--- config.mk ---
export PLATFORM = sky130hd
export DESIGN_NAME = counter_chain_ctrl
export DESIGN_NICKNAME = d
export VERILOG_FILES = /design/src/rtl/counter_chain_pkg.sv /design/src/rtl/counter_chain_stats.sv /design/src/rtl/counter_chain_ctrl.sv
export SDC_FILE = /design/constraint.sdc
export NUM_CORES = 1
export LEC_CHECK = 0
export CORE_ASPECT_RATIO = 1.2
export CORE_MARGIN = 2
export CORE_UTILIZATION = 50
export CTS_BUF_LIST = sky130_fd_sc_hd__clkbuf_2 sky130_fd_sc_hd__clkbuf_4 sky130_fd_sc_hd__clkbuf_8
export CTS_CLUSTER_SIZE = 14
export DETAILED_ROUTE_END_ITERATION = 10
export PLACE_DENSITY_LB_ADDON = 0.3
export SYNTH_ARGS = -nofsm -noshare
export SYNTH_HDL_FRONTEND = slang
export SYNTH_HIERARCHICAL = 1
export SYNTH_SLANG_ARGS = --single-unit
--- constraint.sdc ---
create_clock -name clk -period 3.24 [get_ports clk]
set_clock_uncertainty 0.15 [all_clocks]
set_input_delay 0.648 -clock clk [delete_from_list [all_inputs] [get_ports clk]]
set_output_delay 0.648 -clock clk [all_outputs]
set_load 0.01 [all_outputs]
--- src/rtl/counter_chain_pkg.sv ---
// counter_chain_pkg: FSM state encoding and default widths for the counter chain run controller.
package counter_chain_pkg;
   typedef enum logic [2:0] {IDLE, CLEAR, RUN, PAUSED, DONE} state_e;
   localparam int WRAP_W_DEF = 16;
   localparam int CYC_W_DEF = 32;
endpackage

--- src/rtl/counter_chain_stats.sv ---
// counter_chain_stats: wrap counter and saturating enabled-cycle counter for one run.
module counter_chain_stats import counter_chain_pkg::*; #(
   parameter int WRAP_W = WRAP_W_DEF,
   parameter int CYC_W = CYC_W_DEF
) (
   input  logic              clk,
   input  logic              reset,
   input  logic              clear_i,
   input  logic              en_i,
   input  logic              tc_i,
   output logic [WRAP_W-1:0] wrap_count_o,
   output logic [CYC_W-1:0]  cycle_count_o
);
   logic [WRAP_W-1:0] wrap_q, wrap_d;
   logic [CYC_W-1:0]  cyc_q, cyc_d;
   always_comb begin
      wrap_d = clear_i ? '0 : wrap_q + WRAP_W'(en_i && tc_i);
      cyc_d  = clear_i ? '0 : (en_i && !(&cyc_q)) ? cyc_q + 1'b1 : cyc_q;
   end
   always_ff @(posedge clk) begin
      if (reset) begin
         wrap_q <= '0;
         cyc_q  <= '0;
      end else begin
         wrap_q <= wrap_d;
         cyc_q  <= cyc_d;
      end
   end
   assign wrap_count_o  = wrap_q;
   assign cycle_count_o = cyc_q;
endmodule

--- src/rtl/counter_chain_ctrl.sv ---
// counter_chain_ctrl: run controller that clears the chain, enables stage 0 until the commanded
// number of final-tc events, and reports completion; pause support requires CHAIN_CTRL_PAUSE_EN.
module counter_chain_ctrl import counter_chain_pkg::*; #(
   parameter int WRAP_W = WRAP_W_DEF,
   parameter int CYC_W = CYC_W_DEF
) (
   input  logic              clk,
   input  logic              reset,
   input  logic              cmd_valid,
   output logic              cmd_ready,
   input  logic [WRAP_W-1:0] cmd_wraps,
   input  logic              abort,
   input  logic              pause,
   output logic              chain_clear,
   output logic              chain_enable,
   input  logic              chain_tc,
   output logic              busy,
   output logic              done,
   output logic              aborted,
   output logic [WRAP_W-1:0] wrap_count,
   output logic [CYC_W-1:0]  cycle_count
);
   state_e            state_q, state_d;
   logic [WRAP_W-1:0] target_q, target_d, wrap_inc;
   logic              en_q, busy_q, done_q, aborted_q, aborted_d, tc_hit;
`ifndef CHAIN_CTRL_PAUSE_EN
   logic unused_pause;
   assign unused_pause = pause;
`endif
   assign cmd_ready    = (state_q == IDLE) && !reset;
   assign chain_clear  = reset || (state_q == CLEAR);
   assign chain_enable = en_q;
   assign busy         = busy_q;
   assign done         = done_q;
   assign aborted      = aborted_q;
   assign tc_hit       = en_q && chain_tc;
   assign wrap_inc     = wrap_count + 1'b1;
   // Reaching the target wins over a same-cycle abort.
   always_comb begin
      state_d   = state_q;
      target_d  = target_q;
      aborted_d = 1'b0;
      case (state_q)
         IDLE: begin
            if (cmd_valid && cmd_ready) begin
               target_d = cmd_wraps;
               state_d  = CLEAR;
            end
         end
         CLEAR: state_d = (target_q == '0) ? DONE : RUN;
         RUN: begin
            if (tc_hit && wrap_inc == target_q) state_d = DONE;
            else if (abort) begin
               state_d   = DONE;
               aborted_d = 1'b1;
            end
`ifdef CHAIN_CTRL_PAUSE_EN
            else if (pause) state_d = PAUSED;
`endif
         end
`ifdef CHAIN_CTRL_PAUSE_EN
         PAUSED: begin
            if (abort) begin
               state_d   = DONE;
               aborted_d = 1'b1;
            end else if (!pause) state_d = RUN;
         end
`endif
         DONE: state_d = IDLE;
         default: state_d = IDLE;
      endcase
   end
   always_ff @(posedge clk) begin
      if (reset) begin
         state_q   <= IDLE;
         target_q  <= '0;
         en_q      <= 1'b0;
         busy_q    <= 1'b0;
         done_q    <= 1'b0;
         aborted_q <= 1'b0;
      end else begin
         state_q   <= state_d;
         target_q  <= target_d;
         en_q      <= state_d == RUN;
         busy_q    <= state_d inside {CLEAR, RUN, PAUSED};
         done_q    <= state_d == DONE;
         aborted_q <= aborted_d;
      end
   end
   counter_chain_stats #(.WRAP_W(WRAP_W), .CYC_W(CYC_W)) u_stats (
      .clk          (clk),
      .reset        (reset),
      .clear_i      (state_q == CLEAR),
      .en_i         (en_q),
      .tc_i         (chain_tc),
      .wrap_count_o (wrap_count),
      .cycle_count_o(cycle_count)
   );
endmodule

==> results of run 1 <==
==> registers in the layout, summed over array words and instances, names as in the netlist <==
signal / cells
u_stats/cycle_count_o: 32
target_q: 16
u_stats/wrap_count_o: 16
state_q: 3
aborted: 1
busy: 1
chain_enable: 1
done: 1
==> cell families (layout without fill, tap and decap cells) <==
group,Yosys count,in the layout,share of synthesized area (%)
simple gates,223,223,31.4
flops,71,71,39.0
compound gates,88,88,14.8
mux,1,1,0.274
xor+xnor,40,40,9.60
buf+inv,28,109,3.29
fa+ha+maj,5,5,1.71
==> worst min path at each step <==
stage / cells after the start / to / startpoint
2_1_floorplan: 2 / target_q[0] / target_q[0]
3_3_place_gp: 2 / target_q[12] / target_q[12]
3_5_place_dp: 2 / target_q[8] / target_q[8]
4_1_cts: 2 / target_q[8] / target_q[8]
5_1_grt: 2 / target_q[8] / target_q[8]
6_report: 2 / target_q[8] / target_q[8]
==> power by group <==
part | internal, mW | switching, mW | leakage (nW)
logic | 0.0758 | 0.0796 | 0.853
clock network | 0.299 | 0.329 | 0.0884
registers | 0.892 | 0.0210 | 0.574
total | 1.27 | 0.429 | 1.51
==> critical path, stage by stage <==
cell	delay (ns)
clkdlybuf4s50_1	0.44
nor4_1	0.25
clkdlybuf4s50_1	0.60
==> metal layers <==
layer | global-route usage [%] | wire, um | part of all wire [%] | vias to the layer above
met1 | 27.0 | 3690 | 41 | 1691
met3 | 5.02 | 460 | 5.1 | 24
met4 | 11.3 | 272 | 3.0 | 0
met2 | 41.3 | 4680 | 51 | 115
li1 | - | - | - | 1806
met5 | 0 | 0 | 0 | -
==> layout by cell type (no fill, tap or decap), types with 2 or more instances in the layout <==
cell,instances
a211oi_1,2
ha_1,5
clkbuf_8,10
nor2b_1,6
nor3_1,14
clkinv_2,3
o311ai_0,2
and3_1,6
o211ai_1,6
clkdlybuf4s50_1,74
a22oi_1,2
nand4_1,16
a31oi_1,5
o21ai_0,21
nor4_1,17
and4_1,2
nand3b_1,2
or2_2,3
or4_1,6
o21ai_1,2
xor2_1,14
nand2_1,64
o31ai_1,3
xnor2_1,26
a31o_1,2
dfxtp_1,71
or3_1,19
a41o_1,2
buf_4,8
nor2_1,34
o41ai_1,2
and2_1,6
nand3_1,23
inv_1,11
a21oi_1,32
==> stage by stage <==
step	util, %	worst slack (ns)
after global routing	65.1	0.373
after CTS	65.1	0.482
after global placement	62.8	0.287
after floorplan	-	0.810
after detailed placement	62.8	0.246
final	65.1	0.499
==> final cells by class <==
class	count	area, um2	area share (%)
Tap cell	90	113	2.42
Clock inverter	4	22.5	0.484
Multi-Input combinational cell	357	2110	45.3
Clock buffer	11	145	3.12
Inverter	12	45.0	0.968
Sequential cell	71	1420	30.5
Timing Repair Buffer	82	801	17.2
==> qor.yml, run 1 <==
rr_endpoint: "busy"
synthTopCellsByCount: "dfxtp_1 (71), nand2_1 (64), nor2_1 (34)"
finalSetupTns_ns: 0
area_delta_synth_final_pct: 27.6
gp_congestion: 0.936
synth_edf_count: 0
postPlaceCellArea_um2: 4490
dr.first_iter.drc_count: 177
whs_ns: 0.344
clk_pin_slew_ns: 0.07
worstPathArrival_ns: 1.94
firstDrtPassIters: 5
yosysTopAreaCellShare_pct: 39.0
hold_path_class: "register to register"
cp_data_required_time_ns: 2.44
dp_hpwl_um: 6620
core_um2: 7150
crit_fanout: 3
max_freq_mhz: 365
die_y_um: 97.6
cts_tree: "built"
synth-seq-cells: 71
start_kind: "input port"
grt_pass1_wl_um: 15200
final_area_um2: 4650
die_x_um: 82.0
ys_types: 50
grt.overflow.total: 0
cts_resized: 0
port_buffers: 74
fin_crit_sh_pct: 84.6
ant_nets: 0
rsz0062_at_grt: "no"
relSlewSlack_pct: 58.7
clockBufferDepth: 2
synth_most_common_cell: "dfxtp_1"
yosysWarnings: 6
vias_per_cell: 5.80
cap_violations: 0
start_util_pct: 51.1
fp-row-count: 34
nets: 560
htree_num_levels: 3
routed_wl_um: 9100
synth_largest_area_cell: "dfxtp_1"
synthesis.instances: 456
via_count: 3636
reg2regPathDepth: 7
tightest_slew_ns: 0.614
avgRoutedWirePerCell_um: 14.5
io_pins: 76
yosys_most_used_dff: "dfxtp_1"
min_period_ns: 2.74
cts-root-buf: "clkbuf_8"
r2r_slack_ns: 0.58
final.fill_count: 612
cts_setup_buffers: 0
cts-hold-fix-buffers: 0
power.total_mw: 1.70
status: "complete, no violations"
hold_viol_final: 0
fp.dieArea_um2: 8000
cp-end-kind: "output port"
setup_viol: 0
crit_start: "reset"
synth.yosys.seq_area_share_pct: 39.0
ir_worst_vdd_mv: 0.264
synth.area.top_cells: "dfxtp_1 (39%), nand2_1 (6.6%), xnor2_1 (6.2%)"
grt_max_degree: 26
antenna_found_initial: 0
cts_buffers: 9
drv_slew: 0
worstSetupPathType: "input port to output port"
layout-drive-gt1-share_pct: 5.40
r2r-start: "u_stats/wrap_count_o[0]"
critPathCapture: "cmd_ready"
clock-sinks: 71
clk_latency_ns: 0.35
track_usage_pct: 23.8
dp.cells: 612
async_flop_share_pct: 0
power.density_nw_per_um2: 364
grt_pass1_vias: 3335
synth.avg_cell_area_um2: 8.00
antenna_cells: 0
p_leak_nw: 1.51
final_cell_count_no_fill: 627
drc: 0
netlist_area_um2: 3650
syn_nets: 483
Note: power is estimated with default switching activity, not from simulation.
==> run 2: changes to the inputs <==
==> constraint.sdc (replaced) <==
create_clock -name clk -period 2.7 [get_ports clk]
set_clock_uncertainty 0.15 [all_clocks]
set_input_delay 0.54 -clock clk [delete_from_list [all_inputs] [get_ports clk]]
set_output_delay 0.54 -clock clk [all_outputs]
set_load 0.01 [all_outputs]
==> qor.yml, run 2 (synthesized netlist as in run 1, its figures left out) <==
dr.first_iter.drc_count: 173
via_count: 3703
max_freq_mhz: 392
grt_max_degree: 25
layout-drive-gt1-share_pct: 8.63
r2r-start: "u_stats/cycle_count_o[17]"
cts-root-buf: "clkbuf_8"
port_buffers: 74
power.total_mw: 2.12
clockBufferDepth: 2
dp_hpwl_um: 7170
routed_wl_um: 9470
p_clk_share_pct: 39.4
track_usage_pct: 24.7
min_period_ns: 2.55
ant_nets: 0
avgRoutedWirePerCell_um: 14.7
p_leak_nw: 1.62
routed.top_layer: "met4"
grt.overflow.total: 0
rsz0062_at_grt: "no"
vias_per_cell: 5.73
min_from: "target_q[14]"
crit_path_max_incr_delay_ns: 0.58
fin_util_pct: 67.4
tightest_slew_ns: 0.617
setup_viol: 0
worstPathArrival_ns: 2.67
start_kind: "input port"
grt_pass1_wl_um: 15600
nets: 578
cts_resized: 0
power.density_nw_per_um2: 441
clk_pin_slew_ns: 0.07
status: "complete, no violations"
power.switching_mw: 0.526
htree_num_levels: 3
clk_latency_ns: 0.35
rr_endpoint: "u_stats/cycle_count_o[27]"
antenna_found_initial: 0
fp.dieArea_um2: 8000
cts_tree: "built"
wl_met1_um: 3820
cap_violations: 0
ir_worst_vdd_mv: 0.292
p_comb_share_pct: 9.1
io_pins: 76
final_cell_count_no_fill: 646
gp_congestion: 0.890
cts-hold-fix-buffers: 0
r2r_slack_ns: 0.22
dp_slack_ns: -0.142
firstDrtPassIters: 4
final.fill_count: 605
die_x_um: 82.0
relSlewSlack_pct: 58.5
worstPathCellList: "clkdlybuf4s50_1 -> and2_1 -> ha_1 -> ha_1 -> inv_1 -> or4_1 -> or3_1 -> a21oi_1"
cts_setup_buffers: 0
intPower_mw: 1.60
min_path_cells: 2
cp_data_required_time_ns: 2.82
reg2regPathDepth: 5
dp.cells: 630
path_delay_family: "simple AND/OR/NAND/NOR gates"
crit_fanout: 4
hold_path_class: "register to register"
wl_met3_um: 371
mostFrequentLayoutCells: "clkdlybuf4s50_1 (74), dfxtp_1 (71), nand2_1 (64)"
final_area_um2: 4810
fin_crit_sh_pct: 94.4
cp-end-kind: "register"
drv_slew: 0
slowest_stage: "or4_1"
final_common_cell: "clkdlybuf4s50_1"
fp-row-count: 34
crit_buf_inv: 2
p_seq_share_pct: 51.5
clock-sinks: 71
critical_path.most_common_cell: "ha_1"
drc: 0
antenna_cells: 0
postPlaceCellArea_um2: 4620
largest_reg_flops: 32
netSwitchingFraction_pct: 24.8
fin_ws_ns: 0.152
hold_end: "target_q[14]"
grt_pass1_vias: 3455
die_y_um: 97.6
met2_length_um: 5020
start_util_pct: 51.1
area_delta_synth_final_pct: 32.0
hold_viol_final: 0
worstSetupPathType: "input port to register"
cts_buffers: 9
core_um2: 7150
==> run 2: cell types whose count changed in the layout (fill, tap and decap cells not counted), sizes merged <==
| cell | previous run | this run |
|---|---|---|
| clkinv | 4 | 5 |
| clkbuf | 11 | 10 |
| buf | 8 | 26 |
| bufinv | 0 | 1 |
==> run 2: cell type report <==
cell class                      instances  area [um2]  area share [%]
Tap cell                               90         113            2.34
Sequential cell                        71        1420            29.5
Clock inverter                          6        61.3            1.27
Multi-Input combinational cell        357        2110            43.8
Clock buffer                           10         131            2.73
Inverter                               12        45.0           0.936
Timing Repair Buffer                  100         936            19.4
==> run 2: worst min-delay path, delay by kind of cell (launching register included) <==
kind / cells / cell delay [ns]
AO/OA/AOI/OAI: 1 / 0.05
flip-flops: 1 / 0.33
AND/OR/NAND/NOR: 1 / 0.06
==> run 2: per-stage QoR <==
step,hold WS (ns),TNS [ns]
after floorplan,0.311,0
after global placement,0.324,-0.216
after detailed placement,0.328,-0.330
after CTS,0.338,0
after global routing,0.369,0
final,0.337,0
==> run 2: routing by layer <==
layer | global-route usage, % | vias up
li1 | - | 1837
met1 | 28.0 | 1735
met2 | 43.8 | 106
met3 | 4.28 | 25
met4 | 10.9 | 0
met5 | 0 | -
==> run 2: how the worst max path moves through the flow <==
stage / start / to / slack, ns / cells after the start
2_1_floorplan: u_stats/wrap_count_o[0] / busy / 0.33 / 7
3_3_place_gp: chain_tc / u_stats/wrap_count_o[10] / -0.12 / 8
3_5_place_dp: chain_tc / u_stats/wrap_count_o[10] / -0.14 / 8
4_1_cts: state_q[0] / chain_clear / 0.15 / 4
5_1_grt: state_q[1] / chain_clear / 0.02 / 4
6_report: chain_tc / u_stats/wrap_count_o[10] / 0.15 / 8
==> run 2: power groups by stage <==
stage                     Sequential, mW  Clock (mW)  Combinational, mW
after detailed placement            1.12           0              0.193
after floorplan                     1.12           0              0.106
final                               1.09       0.837              0.193
after global routing                1.10       0.902              0.212
after CTS                           1.09       0.861              0.193
after global placement              1.12           0              0.189
